**src/rtl/regfile_wb_arbiter.sv**
```systemverilog
// Writeback arbiter for the single register-file write port (WE3/A3/WD3).
// Define WB_FIXED_PRIO_EN for fixed priority 1 > 0 > 2 instead of round-robin.
module regfile_wb_arbiter #(
  parameter int AW = 5,
  parameter int DW = 32
) (
  input  logic          CLK,
  input  logic          RST_N,
  input  logic          STALL,
  input  logic [2:0]    REQ,
  input  logic [AW-1:0] A0,
  input  logic [AW-1:0] A1,
  input  logic [AW-1:0] A2,
  input  logic [DW-1:0] WD0,
  input  logic [DW-1:0] WD1,
  input  logic [DW-1:0] WD2,
  output logic [2:0]    GNT,
  output logic          WE3,
  output logic [AW-1:0] A3,
  output logic [DW-1:0] WD3,
  output logic          BUSY,
  output logic [7:0]    DROP_CNT
);

  typedef enum logic {IDLE, WRITE} st_t;

  st_t           st_q, st_d;
  logic [1:0]    ptr_q, ptr_d;
  logic [AW-1:0] a3_q, a3_d;
  logic [DW-1:0] wd3_q, wd3_d;
  logic [7:0]    drop_q, drop_d;
  logic [2:0]    gnt;
  logic [AW-1:0] ga;
  logic [DW-1:0] gwd;

`ifndef WB_FIXED_PRIO_EN
  logic [5:0] rot2;
  logic [2:0] rot;
  logic [2:0] hit;
  logic [5:0] back;
`endif

  // Rotate so PTR sits at bit 0, take lowest set bit, rotate back.
  always_comb begin
    gnt = '0;
`ifdef WB_FIXED_PRIO_EN
    if (REQ[1])      gnt = 3'b010;
    else if (REQ[0]) gnt = 3'b001;
    else if (REQ[2]) gnt = 3'b100;
`else
    rot2 = {REQ, REQ} >> ptr_q;
    rot  = rot2[2:0];
    hit  = rot & (~rot + 3'd1);
    back = {hit, hit} << ptr_q;
    gnt  = back[5:3];
`endif
    if (!RST_N || STALL) gnt = '0;
  end

  always_comb begin
    ga  = '0;
    gwd = '0;
    unique case (1'b1)
      gnt[0]: begin ga = A0; gwd = WD0; end
      gnt[1]: begin ga = A1; gwd = WD1; end
      gnt[2]: begin ga = A2; gwd = WD2; end
      default: ;
    endcase
  end

  always_comb begin
    st_d   = IDLE;
    ptr_d  = ptr_q;
    a3_d   = a3_q;
    wd3_d  = wd3_q;
    drop_d = drop_q;
    if (|gnt) begin
      unique case (1'b1)
        gnt[0]:  ptr_d = 2'd1;
        gnt[1]:  ptr_d = 2'd2;
        default: ptr_d = 2'd0;
      endcase
      if (ga != '0) begin
        st_d  = WRITE;
        a3_d  = ga;
        wd3_d = gwd;
      end else if (drop_q != 8'hFF) begin
        drop_d = drop_q + 8'd1;
      end
    end
`ifdef WB_FIXED_PRIO_EN
    ptr_d = 2'd0;
`endif
  end

  always_ff @(posedge CLK) begin
    if (!RST_N) begin
      st_q   <= IDLE;
      ptr_q  <= 2'd0;
      a3_q   <= '0;
      wd3_q  <= '0;
      drop_q <= '0;
    end else begin
      st_q   <= st_d;
      ptr_q  <= ptr_d;
      a3_q   <= a3_d;
      wd3_q  <= wd3_d;
      drop_q <= drop_d;
    end
  end

  assign GNT      = gnt;
  assign WE3      = (st_q == WRITE);
  assign A3       = a3_q;
  assign WD3      = wd3_q;
  assign BUSY     = |(REQ & ~gnt);
  assign DROP_CNT = drop_q;

endmodule

```
**config.mk**
```make
export PLATFORM = sky130hd
export DESIGN_NAME = regfile_wb_arbiter
export DESIGN_NICKNAME = d
export VERILOG_FILES = /design/src/rtl/regfile_wb_arbiter.sv
export SDC_FILE = /design/constraint.sdc
export NUM_CORES = 1
export LEC_CHECK = 0
export ABC_AREA = 1
export BUFFER_PORTS_ARGS = -buffer_cell sky130_fd_sc_hd__buf_4
export CORE_AREA = 5 5 84 86
export DETAILED_ROUTE_END_ITERATION = 16
export DIE_AREA = 0 0 89 91
export PLACE_DENSITY = 0.85
export SLEW_MARGIN = 15
export SYNTH_ARGS = -nofsm -noshare
export SYNTH_HDL_FRONTEND = slang
export SYNTH_SLANG_ARGS = --single-unit
```
**constraint.sdc**
```tcl
create_clock -name CLK -period 5.4 [get_ports CLK]
set_input_delay 1.08 -clock CLK [delete_from_list [all_inputs] [get_ports CLK]]
set_output_delay 1.08 -clock CLK [all_outputs]
set_load 0.01 [all_outputs]
```
## Word-level counts from Yosys, hierarchy flattened

Cells that the tools add are included.

| operators by class | value |
|---|---|
| $add $sub $neg | 2 |
| equality and inequality tests | 1 |
| shift-type cells | 2 |
| multiplexer cells | 5 |
| bitwise logic cells | 5 |
| reductions and logical operators | 8 |

Operators by type and width:

| operator | count |
|---|---|
| 32-bit case mux with 3 select lines | 1 |
| 5-bit case mux with 3 select lines | 1 |
| 8-bit by 1-bit adder with 8-bit output, second input constant | 1 |
| 8-bit != test, second input constant | 1 |
| 3-bit AND | 2 |
| 3-bit inverter | 2 |
| 3-bit OR reduction | 2 |
| 6-bit by 2-bit << shifter with 6-bit output | 1 |
| 6-bit by 2-bit >> shifter with 3-bit output | 1 |
| 5-bit nonzero test | 1 |
| 2-bit case mux with 2 select lines | 1 |
| 2-bit AND reduction | 2 |
| 3-bit by 1-bit adder with 3-bit output, second input constant | 1 |
| 3-bit 2-to-1 mux | 1 |
| 3-bit AND reduction | 1 |
| 1-bit zero test | 1 |
| 1-bit logical OR | 1 |
| 1-bit 2-to-1 mux | 1 |
| 1-bit inverter | 1 |

| word-level totals | value |
|---|---|
| register bits | 48 |
| input port bits | 117 |
| output and inout bits | 50 |
| logic and storage cells | 28 |

## Depth between registers and ports, before layout

Gate-level depths: netlist of the first run.

| depth | value |
|---|---|
| word-level depth | 10 |
| depth in mapped cells | 21 |
| depth with buffers taken out | 19 |

## Worst setup path before layout of the first run

No wires, ideal clock.

| timing path | value |
|---|---|
| path type | input-to-output |
| start | in REQ[1] |
| end | out BUSY |
| arrival time | 2358 ps |
| required time | 4320 ps |
| slack | 1962 ps |
| stages on the path | 11 |
| buffers on the path | 1 |
| cell sequence | nand2_1 nand3_2 nand2_2 nand3_2 nand3_1 nand2_1 inv_2 nand2_2 inv_2 clkbuf_1 o221ai_1 |

| on the way | value |
|---|---|
| longest elaborated chain between the ends | 9 |

RTL lines:

| what | line | source |
|---|---|---|
| start: declaration | 10 | `input logic [2:0] REQ,` |
| 6-bit by 2-bit >> shifter with 3-bit output * | 51 | `rot2 = {REQ, REQ} >> ptr_q;` |
| 3-bit inverter | 53 | `hit = rot & (~rot + 3'd1);` |
| 3-bit by 1-bit adder with 3-bit output | 53 |  |
| 3-bit AND * | 53 |  |
| 6-bit by 2-bit << shifter with 6-bit output * | 54 | `back = {hit, hit} << ptr_q;` |
| 3-bit 2-to-1 mux * | 57 | `if (!RST_N \|\| STALL) gnt = '0;` |
| named net GNT[0] | 17 | `output logic [2:0] GNT,` |
| 3-bit inverter * | 116 | `assign BUSY = \|(REQ & ~gnt);` |
| 3-bit AND * | 116 |  |
| 3-bit OR reduction * | 116 |  |
| end: declaration | 21 | `output logic BUSY,` |

Mark *: on every way through the listed nets, which the timed path passes. The rest lies on a longest branch.

## Worst setup path in the final report of the first run

| timing path | value |
|---|---|
| start | in RST_N |
| end | out BUSY |

| on the way | value |
|---|---|
| longest elaborated chain between the ends | 6 |

RTL lines:

| what | line | source |
|---|---|---|
| start: declaration | 8 | `input logic RST_N,` |
| 1-bit zero test | - |  |
| 1-bit logical OR | 57 |  |
| 3-bit 2-to-1 mux | 57 |  |
| 3-bit inverter | 116 |  |
| 3-bit AND | 116 |  |
| 3-bit OR reduction | 116 |  |

No other way between the ends.

==> results.sh, run 1 <==
export IMPL_outcome="complete, no violations"
export IMPL_count_of_antenna_diodes_in_the_layout=0
export IMPL_power_mw=1.23
export IMPL_part_of_the_yosys_area_used_for_sequential_elements_pct=32.9
export IMPL_avgSynthCellArea_sq_um=6.59
export IMPL_routed_via_count=3381
export IMPL_gr_layer_usage_met2_pct=39.2
export IMPL_multi_input_area_sq_um=1650
export IMPL_synth_async_sr_flop_share_pct=0
export IMPL_wirelength_um=9500
export IMPL_post_synth_top_area_cell="sky130_fd_sc_hd__dfxtp_1"
export IMPL_synth_top_cells_by_count="sky130_fd_sc_hd__nand2_1, sky130_fd_sc_hd__nor2_1, sky130_fd_sc_hd__dfxtp_1"
export IMPL_place_gp_congestion=0.911
export IMPL_drt_wirelength_per_cell_um=14.1
export IMPL_reg2reg_depth=17
export IMPL_grt_remaining_overflow=0
export IMPL_comb_power_share_pct=41.2
export IMPL_hpwlAfterDp_um=7350
export IMPL_timing_max_slew_rel_slack_pct=57.8
export IMPL_crit_reg2reg_capture="WD3[19]"
export IMPL_cp_arrival_ns=3.12
export IMPL_placedCellCount=664
export IMPL_critical_path_startpoint_type="input port"
export IMPL_p_per_area_nw_per_um2=292
export IMPL_cellLeakagePower_nw=2.23
export IMPL_area_delta_synth_final_pct=44.6
export IMPL_grt_first_pass_wirelength_um=14300
export IMPL_min_path_cells=2
export IMPL_die_x_um=89
export IMPL_regToRegStartpoint="ptr_q[0]"
export IMPL_globalRouteMet1Util_pct=25.7
export IMPL_fin_cells=672
export IMPL_hold_violations=0
export IMPL_number_of_remaining_drc_errors=0
export IMPL_max_slew_worst_pin_slew_ns=0.633
export IMPL_fillers=570
export IMPL_clock_fmax_mhz=238
export IMPL_ir_drop_mv=0.200
export IMPL_ff2ff_setup_slack_ns=2.20
export IMPL_fin_area_sq_um=4220
export IMPL_post_route_cells_drive_above_1_share_pct=35.6
export IMPL_area_after_detailed_placement_sq_um=4110
export IMPL_start_util_pct=47.0
export IMPL_final_min_period_over_clock_period_pct=77.8
export IMPL_die_area_sq_um=8100
export IMPL_synth_warnings=0
export IMPL_detail_route_iter0_violations=171
export IMPL_share_clk_of_total_power_pct=21.3
export IMPL_io_buffers=166
export IMPL_ys_types=27
export IMPL_tritoncts_num_sinks=48
export IMPL_cts_clk_slew_worst_paths_ns=0.09
export IMPL_initial_antenna_violation_count=0
export IMPL_seq_power_share_pct=37.5
export IMPL_final_net_count=712
export IMPL_clock_tree_buffer_depth=2
export IMPL_grt_pass1_vias=3152
export IMPL_post_synth_inst_count=443
export IMPL_cp_end_kind="output pin"
export IMPL_synth_ff_latch_count=48
export IMPL_report_final_setup_viol=0
export IMPL_critical_path_endpoint="BUSY"
export IMPL_timing_critical_path_required_ns=4.32
export IMPL_path_class="in2out"
export IMPL_placeableCoreArea_sq_um=6200
export IMPL_worstSkewPairLatency_ns=0.30
export IMPL_num_io_pins=167
export IMPL_grt_busiest_layer="met2"
export IMPL_postCtsHoldBufs=0
export IMPL_yosysTopAreaCellShare_pct=32.9
export IMPL_timing_final_crit_period_ns=4.20
export IMPL_hold_path_class="reg2reg"
export IMPL_p_int_mw=0.786
export IMPL_maximum_number_of_pins_on_one_net_before_global_route_repair=47
export IMPL_clk_root_buffer_cell="sky130_fd_sc_hd__clkbuf_8"
export IMPL_crit_path_start="RST_N"
export IMPL_number_of_enable_type_register_cells_in_the_synthesized_netlist=0
export IMPL_switching_power_mw=0.448
export IMPL_num_rows=29
export IMPL_postCtsSetupRepairBufs=0
export IMPL_synth_area_sq_um=2920
export IMPL_htreeDepth=2
export IMPL_critical_path_peak_fanout=41
export IMPL_worst_hold_path_startpoint="A3[3]"
export IMPL_final_setup_skew_ns=0.00463
export IMPL_final_antenna_net_count=0
export IMPL_grt_met3_usage_pct=4.07
export IMPL_max_cap_violations=0
export IMPL_fin_ws_ns=1.20
export IMPL_synth_top_cells_by_area="sky130_fd_sc_hd__dfxtp_1, sky130_fd_sc_hd__nand2_1, sky130_fd_sc_hd__nor2_1, sky130_fd_sc_hd__a22oi_1, sky130_fd_sc_hd__o21ai_1"
export IMPL_synthMostInstantiatedCell="sky130_fd_sc_hd__nand2_1"
export IMPL_fp_dieH_um=91
export IMPL_tritoncts_clock_tree="built"
export IMPL_syn_num_nets=561
export IMPL_power_switching_fraction_pct=36.3
export IMPL_seqCellArea_sq_um=961
export IMPL_cts_made_buffers=5
export IMPL_tns_ns=0
export IMPL_postCtsResizedCells=0
export IMPL_via_per_inst=5.03
export IMPL_final_max_slew_violation_count=0
export IMPL_synth_top_flop_cell="sky130_fd_sc_hd__dfxtp_1"
export IMPL_place_worst_setup_slack_ns=1.25
export IMPL_globalRouteTotalUtil_pct=21.6
export IMPL_grt_setup_unrepaired="false"
export IMPL_first_pass_iters=4
registers in the layout (all words and copies together), names as in the netlist:
name and count:
ptr_q 2, DROP_CNT 8, A3 5, WD3 32
WE3 1
per-stage QoR:
step / hold WS [ns] / util (%)
6_report: 0.475 / 68.0
3_5_place_dp: 0.466 / 66.2
2_1_floorplan: 0.483 / -
5_1_grt: 0.492 / 68.0
4_1_cts: 0.479 / 68.0
3_3_place_gp: 0.465 / 66.2
worst min path at each step:
stage,endpoint,slack [ns]
after global routing,A3[3],0.49
after CTS,A3[3],0.48
final,A3[3],0.47
after floorplan,A3[0],0.48
after global placement,A3[0],0.46
after detailed placement,A3[3],0.47
cell families after synthesis:
group                    count (synthesis)  share of synthesized area (%)
adder cells (fa/ha/maj)                  1                          0.429
XOR/XNOR                                 1                          0.300
AND/OR/NAND/NOR                        260                           40.2
flip-flops                              48                           32.9
buffers and inverters                   60                           10.6
AO/OA/AOI/OAI                           73                           15.5
layer usage:
metal | vias to the layer above | share of wire [%]
li1 | 1759 | -
met1 | 1488 | 38
met2 | 126 | 52
met3 | 8 | 9.4
met4 | 0 | 0.79
met5 | - | 0
critical path: stages:
cell,delay (ns)
sky130_fd_sc_hd__buf_4,0.33
sky130_fd_sc_hd__inv_1,0.23
sky130_fd_sc_hd__nor2_2,0.34
sky130_fd_sc_hd__nand2_1,0.12
sky130_fd_sc_hd__inv_2,0.10
sky130_fd_sc_hd__nand2_2,0.07
sky130_fd_sc_hd__inv_2,0.46
sky130_fd_sc_hd__o221ai_1,0.19
sky130_fd_sc_hd__buf_4,0.18
cell usage in the layout, fill, tap and decap left out, drive strengths merged, types with 7 or more instances in the layout:
cell and count:
a21oi 7, a22oi 32, buf 167, dfxtp 48, inv 37, nand2 123
nand3 29, nand4 18, nor2 88, o21ai 32
power groups by stage:
stage	sequential [mW]	clock, mW	combinational, mW
floorplan	0.497	0	0.288
global placement	0.468	0	0.499
detailed placement	0.471	0	0.510
CTS	0.463	0.272	0.511
global route	0.473	0.285	0.558
finish	0.463	0.263	0.508
cell type report:
type                            instances  share of cell area, %
Clock buffer                            5                   1.63
Clock inverter                          3                   1.13
Inverter                               37                   3.47
Multi-Input combinational cell        335                   39.0
Sequential cell                        48                   22.8
Tap cell                               77                   2.28
Timing Repair Buffer                  167                   29.7
Power figures use the tool's default switching activity.
==> run 2: changes to the inputs <==
Settings changed: CORE_AREA 5 5 84 86 to 5 5 92 94, DIE_AREA 0 0 89 91 to 0 0 97 99, PLACE_DENSITY 0.85 to 0.75.
Clock period 5.4 ns to 3.5 ns, I/O delays scaled along.
==> run 2 against run 1 <==
Compared with the run above: wire length rose by 2.6%; non-clock buffer count rose by 3; cell count rose by 4.2%; combinational power rose by 55%; global-route usage fell by 1.9 points.
==> results.sh, run 2 (same netlist as run 1, synthesis figures left out) <==
export IMPL_placeableCoreArea_sq_um=7570
export IMPL_hpwlAfterDp_um=7720
export IMPL_regToRegStartpoint="ptr_q[0]"
export IMPL_power_mw=1.83
export IMPL_tritoncts_clock_tree="built"
export IMPL_fin_cells=700
export IMPL_max_slew_worst_pin_slew_ns=0.527
export IMPL_critical_path_startpoint_type="flip-flop"
export IMPL_final_antenna_net_count=0
export IMPL_max_cap_violations=0
export IMPL_cp_arrival_ns=2.39
export IMPL_die_x_um=97
export IMPL_ff2ff_setup_slack_ns=0.62
export IMPL_cts_made_buffers=5
export IMPL_initial_antenna_violation_count=0
export IMPL_path_class="reg2out"
export IMPL_largest_register_ffs=32
export IMPL_critical_path_peak_fanout=36
export IMPL_postCtsSetupRepairBufs=0
export IMPL_first_pass_iters=4
export IMPL_timing_final_crit_period_ns=3.09
export IMPL_num_io_pins=167
export IMPL_critical_path_endpoint="BUSY"
export IMPL_clk_root_buffer_cell="sky130_fd_sc_hd__clkbuf_8"
export IMPL_clock_tree_buffer_depth=2
export IMPL_tns_ns=0
export IMPL_crit_reg2reg_capture="A3[1]"
export IMPL_worstSkewPairLatency_ns=0.30
export IMPL_final_max_slew_violation_count=0
export IMPL_tritoncts_num_sinks=48
export IMPL_outcome="complete, no violations"
export IMPL_maximum_number_of_pins_on_one_net_before_global_route_repair=41
export IMPL_wirelength_um=9740
export IMPL_htreeDepth=2
export IMPL_cts_clk_slew_worst_paths_ns=0.08
export IMPL_ir_drop_mv=0.199
export IMPL_cp_end_kind="output pin"
export IMPL_die_area_sq_um=9600
export IMPL_count_of_antenna_diodes_in_the_layout=0
export IMPL_hold_slack_ns=0.479
export IMPL_final_setup_skew_ns=0.00983
export IMPL_clock_fmax_mhz=323
export IMPL_postCtsResizedCells=0
export IMPL_io_buffers=166
export IMPL_p_per_area_nw_per_um2=430
export IMPL_detail_route_iter0_violations=102
export IMPL_routed_via_count=3414
export IMPL_cellLeakagePower_nw=2.23
export IMPL_timing_max_slew_rel_slack_pct=64.8
export IMPL_globalRouteTotalUtil_pct=19.7
export IMPL_drt_wirelength_per_cell_um=13.9
export IMPL_postCtsHoldBufs=0
export IMPL_post_route_cells_drive_above_1_share_pct=36.0
export IMPL_grt_remaining_overflow=0
export IMPL_mostFrequentLayoutCell="sky130_fd_sc_hd__buf_4"
export IMPL_grt_pass1_vias=3388
export IMPL_timing_critical_path_required_ns=2.80
export IMPL_area_delta_synth_final_pct=45.5
export IMPL_number_of_remaining_drc_errors=0
export IMPL_hold_path_class="reg2reg"
export IMPL_start_util_pct=38.6
export IMPL_grt_setup_unrepaired="false"
export IMPL_hold_violations=0
export IMPL_crit_path_start="ptr_q[0]"
export IMPL_num_rows=32
export IMPL_final_min_period_over_clock_period_pct=88.4
export IMPL_grt_first_pass_wirelength_um=15900
export IMPL_via_per_inst=4.88
export IMPL_placedCellCount=692
export IMPL_final_net_count=715
export IMPL_report_final_setup_viol=0
export IMPL_layout_common_cells="sky130_fd_sc_hd__buf_4, sky130_fd_sc_hd__nand2_1, sky130_fd_sc_hd__nor2_1, sky130_fd_sc_hd__dfxtp_1"
export IMPL_place_gp_congestion=0.829
export IMPL_fp_dieH_um=99
export IMPL_reg2reg_depth=17
==> run 2: changes by cell type in the layout (fill, tap and decap cells not counted), sizes merged <==
cell,change
bufinv,-1
clkinv,+1
buf,+3
==> run 2: per-layer routing <==
| metal | share of wire (%) | vias up | global-route usage, % |
|---|---|---|---|
| met4 | 1.4 | 0 | 4.75 |
| li1 | - | 1766 | - |
| met1 | 41 | 1526 | 22.4 |
| met2 | 52 | 111 | 36.8 |
| met5 | 0 | - | 0 |
| met3 | 5.8 | 11 | 4.95 |
==> run 2: report_power, final <==
group	internal, mW	switching, mW
combinational	0.352	0.435
clock	0.140	0.185
sequential	0.652	0.0641
==> run 2: area by class of cell <==
type	instances	area [sq um]
Multi-Input combinational cell	335	1650
Timing Repair Buffer	170	1280
Sequential cell	48	961
Clock inverter	3	18.8
Fill cell	751	3320
Clock buffer	5	68.8
Inverter	37	146
Tap cell	102	128
==> run 2: how the worst min path moves through the flow <==
stage,endpoint,start,slack (ns),cells after the start
after detailed placement,A3[2],A3[2],0.46,2
after CTS,A3[4],A3[4],0.48,2
after floorplan,A3[0],A3[0],0.48,2
final,A3[4],A3[4],0.48,2
after global placement,A3[4],A3[4],0.45,2
after global routing,A3[3],A3[3],0.51,2
==> run 2: critical path, cell delays in order (launching register included) <==
cell,delay [ns]
sky130_fd_sc_hd__dfxtp_1,0.56
sky130_fd_sc_hd__inv_4,0.10
sky130_fd_sc_hd__nand2_1,0.11
sky130_fd_sc_hd__nand3_2,0.10
sky130_fd_sc_hd__nand2_2,0.13
sky130_fd_sc_hd__nand3_2,0.09
sky130_fd_sc_hd__nand2_1,0.06
sky130_fd_sc_hd__nand2_1,0.06
sky130_fd_sc_hd__nand2_2,0.09
sky130_fd_sc_hd__nand2_2,0.10
sky130_fd_sc_hd__inv_4,0.33
sky130_fd_sc_hd__o221ai_1,0.20
sky130_fd_sc_hd__buf_4,0.18
==> run 2: per-stage QoR <==
| stage | worst slack [ns] | area (sq um) | util [%] |
|---|---|---|---|
| floorplan | 0.822 | 2920 | - |
| global placement | 0.571 | 4160 | 55.0 |
| detailed placement | 0.439 | 4160 | 55.0 |
| CTS | 0.396 | 4250 | 56.1 |
| global route | 0.204 | 4250 | 56.1 |
| finish | 0.406 | 4250 | 56.1 |
==> run 3: changes to the inputs <==
Settings changed: ABC_AREA 1 to 0, CORE_AREA 5 5 92 94 to 5 5 85 87, DIE_AREA 0 0 97 99 to 0 0 90 92, PLACE_DENSITY 0.75 to 0.76.
==> run 3 against run 2 <==
Compared with the run above: wire length is 19% lower; synthesized area down 21%; total power decreased by 25%; utilization up 2.8 points; count of clock-buffer cells in the layout grew 2; sequential power is 12% lower; critical path depth shrank 3; die area fell by 14%; cell area decreased by 13%; sequential cell count unchanged; highest routed layer unchanged; cell count decreased by 30%.
==> results.sh, run 3 <==
export IMPL_area_delta_synth_final_pct=60.2
export IMPL_final_max_slew_violation_count=0
export IMPL_postCtsSetupRepairBufs=0
export IMPL_grt_first_pass_wirelength_um=12500
export IMPL_placeableCoreArea_sq_um=6280
export IMPL_synth_async_sr_flop_share_pct=0
export IMPL_synth_ff_latch_count=48
export IMPL_synth_top_flop_cell="sky130_fd_sc_hd__dfxtp_1"
export IMPL_layout_common_cells="sky130_fd_sc_hd__buf_4, sky130_fd_sc_hd__dfxtp_1, sky130_fd_sc_hd__nor2_1, sky130_fd_sc_hd__a222oi_1, sky130_fd_sc_hd__a211oi_1"
export IMPL_htreeDepth=2
export IMPL_ys_types=37
export IMPL_cts_made_buffers=5
export IMPL_die_area_sq_um=8280
export IMPL_grt_setup_unrepaired="false"
export IMPL_fp_dieH_um=92
export IMPL_max_slew_worst_pin_slew_ns=0.483
export IMPL_worst_hold_path_startpoint="A3[3]"
export IMPL_report_final_setup_viol=0
export IMPL_post_synth_xor_xnor_area_pct=0
export IMPL_postCtsHoldBufs=0
export IMPL_detail_route_iter0_violations=249
export IMPL_clock_fmax_mhz=357
export IMPL_grt_met3_usage_pct=7.04
export IMPL_globalRouteMet1Util_pct=19.3
export IMPL_start_util_pct=36.8
export IMPL_fin_ws_ns=0.702
export IMPL_final_antenna_net_count=0
export IMPL_synth_top_cells_by_area="sky130_fd_sc_hd__dfxtp_1, sky130_fd_sc_hd__a222oi_1, sky130_fd_sc_hd__a211oi_1, sky130_fd_sc_hd__nor2_1, sky130_fd_sc_hd__clkbuf_1"
export IMPL_post_route_cells_drive_above_1_share_pct=44.2
export IMPL_critical_path_startpoint_type="input port"
export IMPL_wirelength_um=7910
export IMPL_regToRegStartpoint="ptr_q[0]"
export IMPL_number_of_enable_type_register_cells_in_the_synthesized_netlist=0
export IMPL_critical_path_peak_fanout=48
export IMPL_cp_cell_sequence="buf_4 -> nor2b_1 -> nand4_1 -> o21ai_0 -> nor4_4 -> inv_2 -> buf_4 -> nor2_1 -> a211oi_1"
export IMPL_crit_reg2reg_capture="DROP_CNT[6]"
export IMPL_avgSynthCellArea_sq_um=8.88
export IMPL_timing_max_slew_rel_slack_pct=67.7
export IMPL_io_buffers=166
export IMPL_cellLeakagePower_nw=1.61
export IMPL_post_synth_inst_count=260
export IMPL_ff2ff_setup_slack_ns=0.80
export IMPL_routed_via_count=2732
export IMPL_timing_final_crit_period_ns=2.80
export IMPL_cts_clk_slew_worst_paths_ns=0.08
export IMPL_synth_area_sq_um=2310
export IMPL_synth_top_family_by_area="compound AO/OA/AOI/OAI gates"
export IMPL_max_cap_violations=0
export IMPL_hold_path_class="reg2reg"
export IMPL_num_rows=29
export IMPL_tritoncts_num_sinks=48
export IMPL_number_of_remaining_drc_errors=0
export IMPL_cp_end_kind="flip-flop"
export IMPL_synth_warnings=0
export IMPL_via_per_inst=5.56
export IMPL_drt_wirelength_per_cell_um=16.1
export IMPL_grt_busiest_layer="met2"
export IMPL_initial_antenna_violation_count=0
export IMPL_final_setup_skew_ns=0.00272
export IMPL_final_min_period_over_clock_period_pct=79.9
export IMPL_clk_root_buffer_cell="sky130_fd_sc_hd__clkbuf_8"
export IMPL_synthMostInstantiatedCell="sky130_fd_sc_hd__dfxtp_1"
export IMPL_postCtsResizedCells=0
export IMPL_first_pass_iters=7
export IMPL_worstSkewPairLatency_ns=0.29
export IMPL_synth_top_cells_by_count="sky130_fd_sc_hd__dfxtp_1, sky130_fd_sc_hd__nor2_1, sky130_fd_sc_hd__a222oi_1"
export IMPL_path_class="in2reg"
export IMPL_hold_path_endpoint="A3[3]"
export IMPL_part_of_the_yosys_area_used_for_sequential_elements_pct=41.6
export IMPL_maximum_number_of_pins_on_one_net_before_global_route_repair=49
export IMPL_reg2reg_depth=8
export IMPL_tns_ns=0
export IMPL_ir_drop_mv=0.169
export IMPL_yosysTopAreaCellShare_pct=41.6
export IMPL_outcome="complete, no violations"
export IMPL_hold_violations=0
export IMPL_post_synth_top_area_cell="sky130_fd_sc_hd__dfxtp_1"
export IMPL_globalRouteTotalUtil_pct=17.9
export IMPL_tritoncts_clock_tree="built"
export IMPL_critical_path_most_common_cell="sky130_fd_sc_hd__buf_4"
export IMPL_final_net_count=532
export IMPL_count_of_antenna_diodes_in_the_layout=0
export IMPL_mostFrequentLayoutCell="sky130_fd_sc_hd__buf_4"
export IMPL_mux_cell_area_share_after_synthesis_pct=1.30
export IMPL_hpwlAfterDp_um=6060
export IMPL_finish_utilization_pct=58.9
export IMPL_post_synth_and_or_nand_nor_area_fraction_pct=16.3
export IMPL_timing_critical_path_slowest_stage_cell="sky130_fd_sc_hd__buf_4"
export IMPL_slowest_delay_ns=0.47
export IMPL_p_per_area_nw_per_um2=369
export IMPL_num_io_pins=167
export IMPL_timing_critical_path_required_ns=3.70
export IMPL_min_path_cells=2
export IMPL_synthAdderAreaFrac_pct=0.542
export IMPL_place_gp_congestion=0.781
export IMPL_synth_compound_gate_area_share_pct=34.5
export IMPL_syn_num_nets=378
export IMPL_cp_arrival_ns=3.00
export IMPL_grt_pass1_vias=2658
export IMPL_clock_tree_buffer_depth=2
export IMPL_grt_remaining_overflow=0
export IMPL_gr_layer_usage_met2_pct=32.5
export IMPL_largest_register_ffs=32
export IMPL_die_x_um=90
export IMPL_place_worst_setup_slack_ns=0.391
[run 3: per-layer routing]
layer,vias up,share of wire (%)
li1,1344,-
met1,1251,37
met2,128,52
met3,9,9.6
met4,0,1.5
met5,-,0
[run 3: critical path: cells and delay by family]
kind / cells / cell delay [ns]
and+or+nand+nor: 4 / 0.70
buffers and inverters: 3 / 0.98
AOI/OAI and AO/OA: 2 / 0.58
[run 3: final cells by class]
class                   count  area (sq um)
clock buffers               7          96.3
repair buffers            173          1300
flip-flops and latches     48           961
fillers                   605          2580
multi-input cells         178          1210
well taps                  77          96.3
inverters                   8          30.0
[run 3: cell families (layout without fill, tap and decap cells)]
group                      count (synthesis)  after routing
AOI/OAI and AO/OA                         96             96
DFF                                       48             48
and+or+nand+nor                           78             78
adders and majority gates                  1              1
buffers and inverters                     34            188
muxes                                      3              3
[run 3: worst max path at each step]
stage / start / slack (ns) / end
after floorplan: RST_N / 0.81 / DROP_CNT[6]
after global placement: RST_N / 0.50 / WD3[21]
after detailed placement: RST_N / 0.39 / WD3[15]
after CTS: RST_N / 0.71 / WD3[15]
after global routing: RST_N / 0.32 / WD3[25]
final: RST_N / 0.70 / WD3[29]
[run 3: per-stage QoR]
stage	hold WS, ns	power [mW]	instance area (sq um)	cells
floorplan	0.481	0.819	2310	260
global placement	0.468	1.03	3600	484
detailed placement	0.449	1.04	3600	484
CTS	0.460	1.39	3700	491
global route	0.500	1.45	3700	491
finish	0.459	1.36	3700	491
[run 3: where the power goes]
part	internal, mW	switching [mW]	leakage, nW	total, mW
Clock	0.176	0.166	0.0503	0.342
Combinational	0.213	0.180	1.16	0.393
Sequential	0.600	0.0300	0.394	0.630
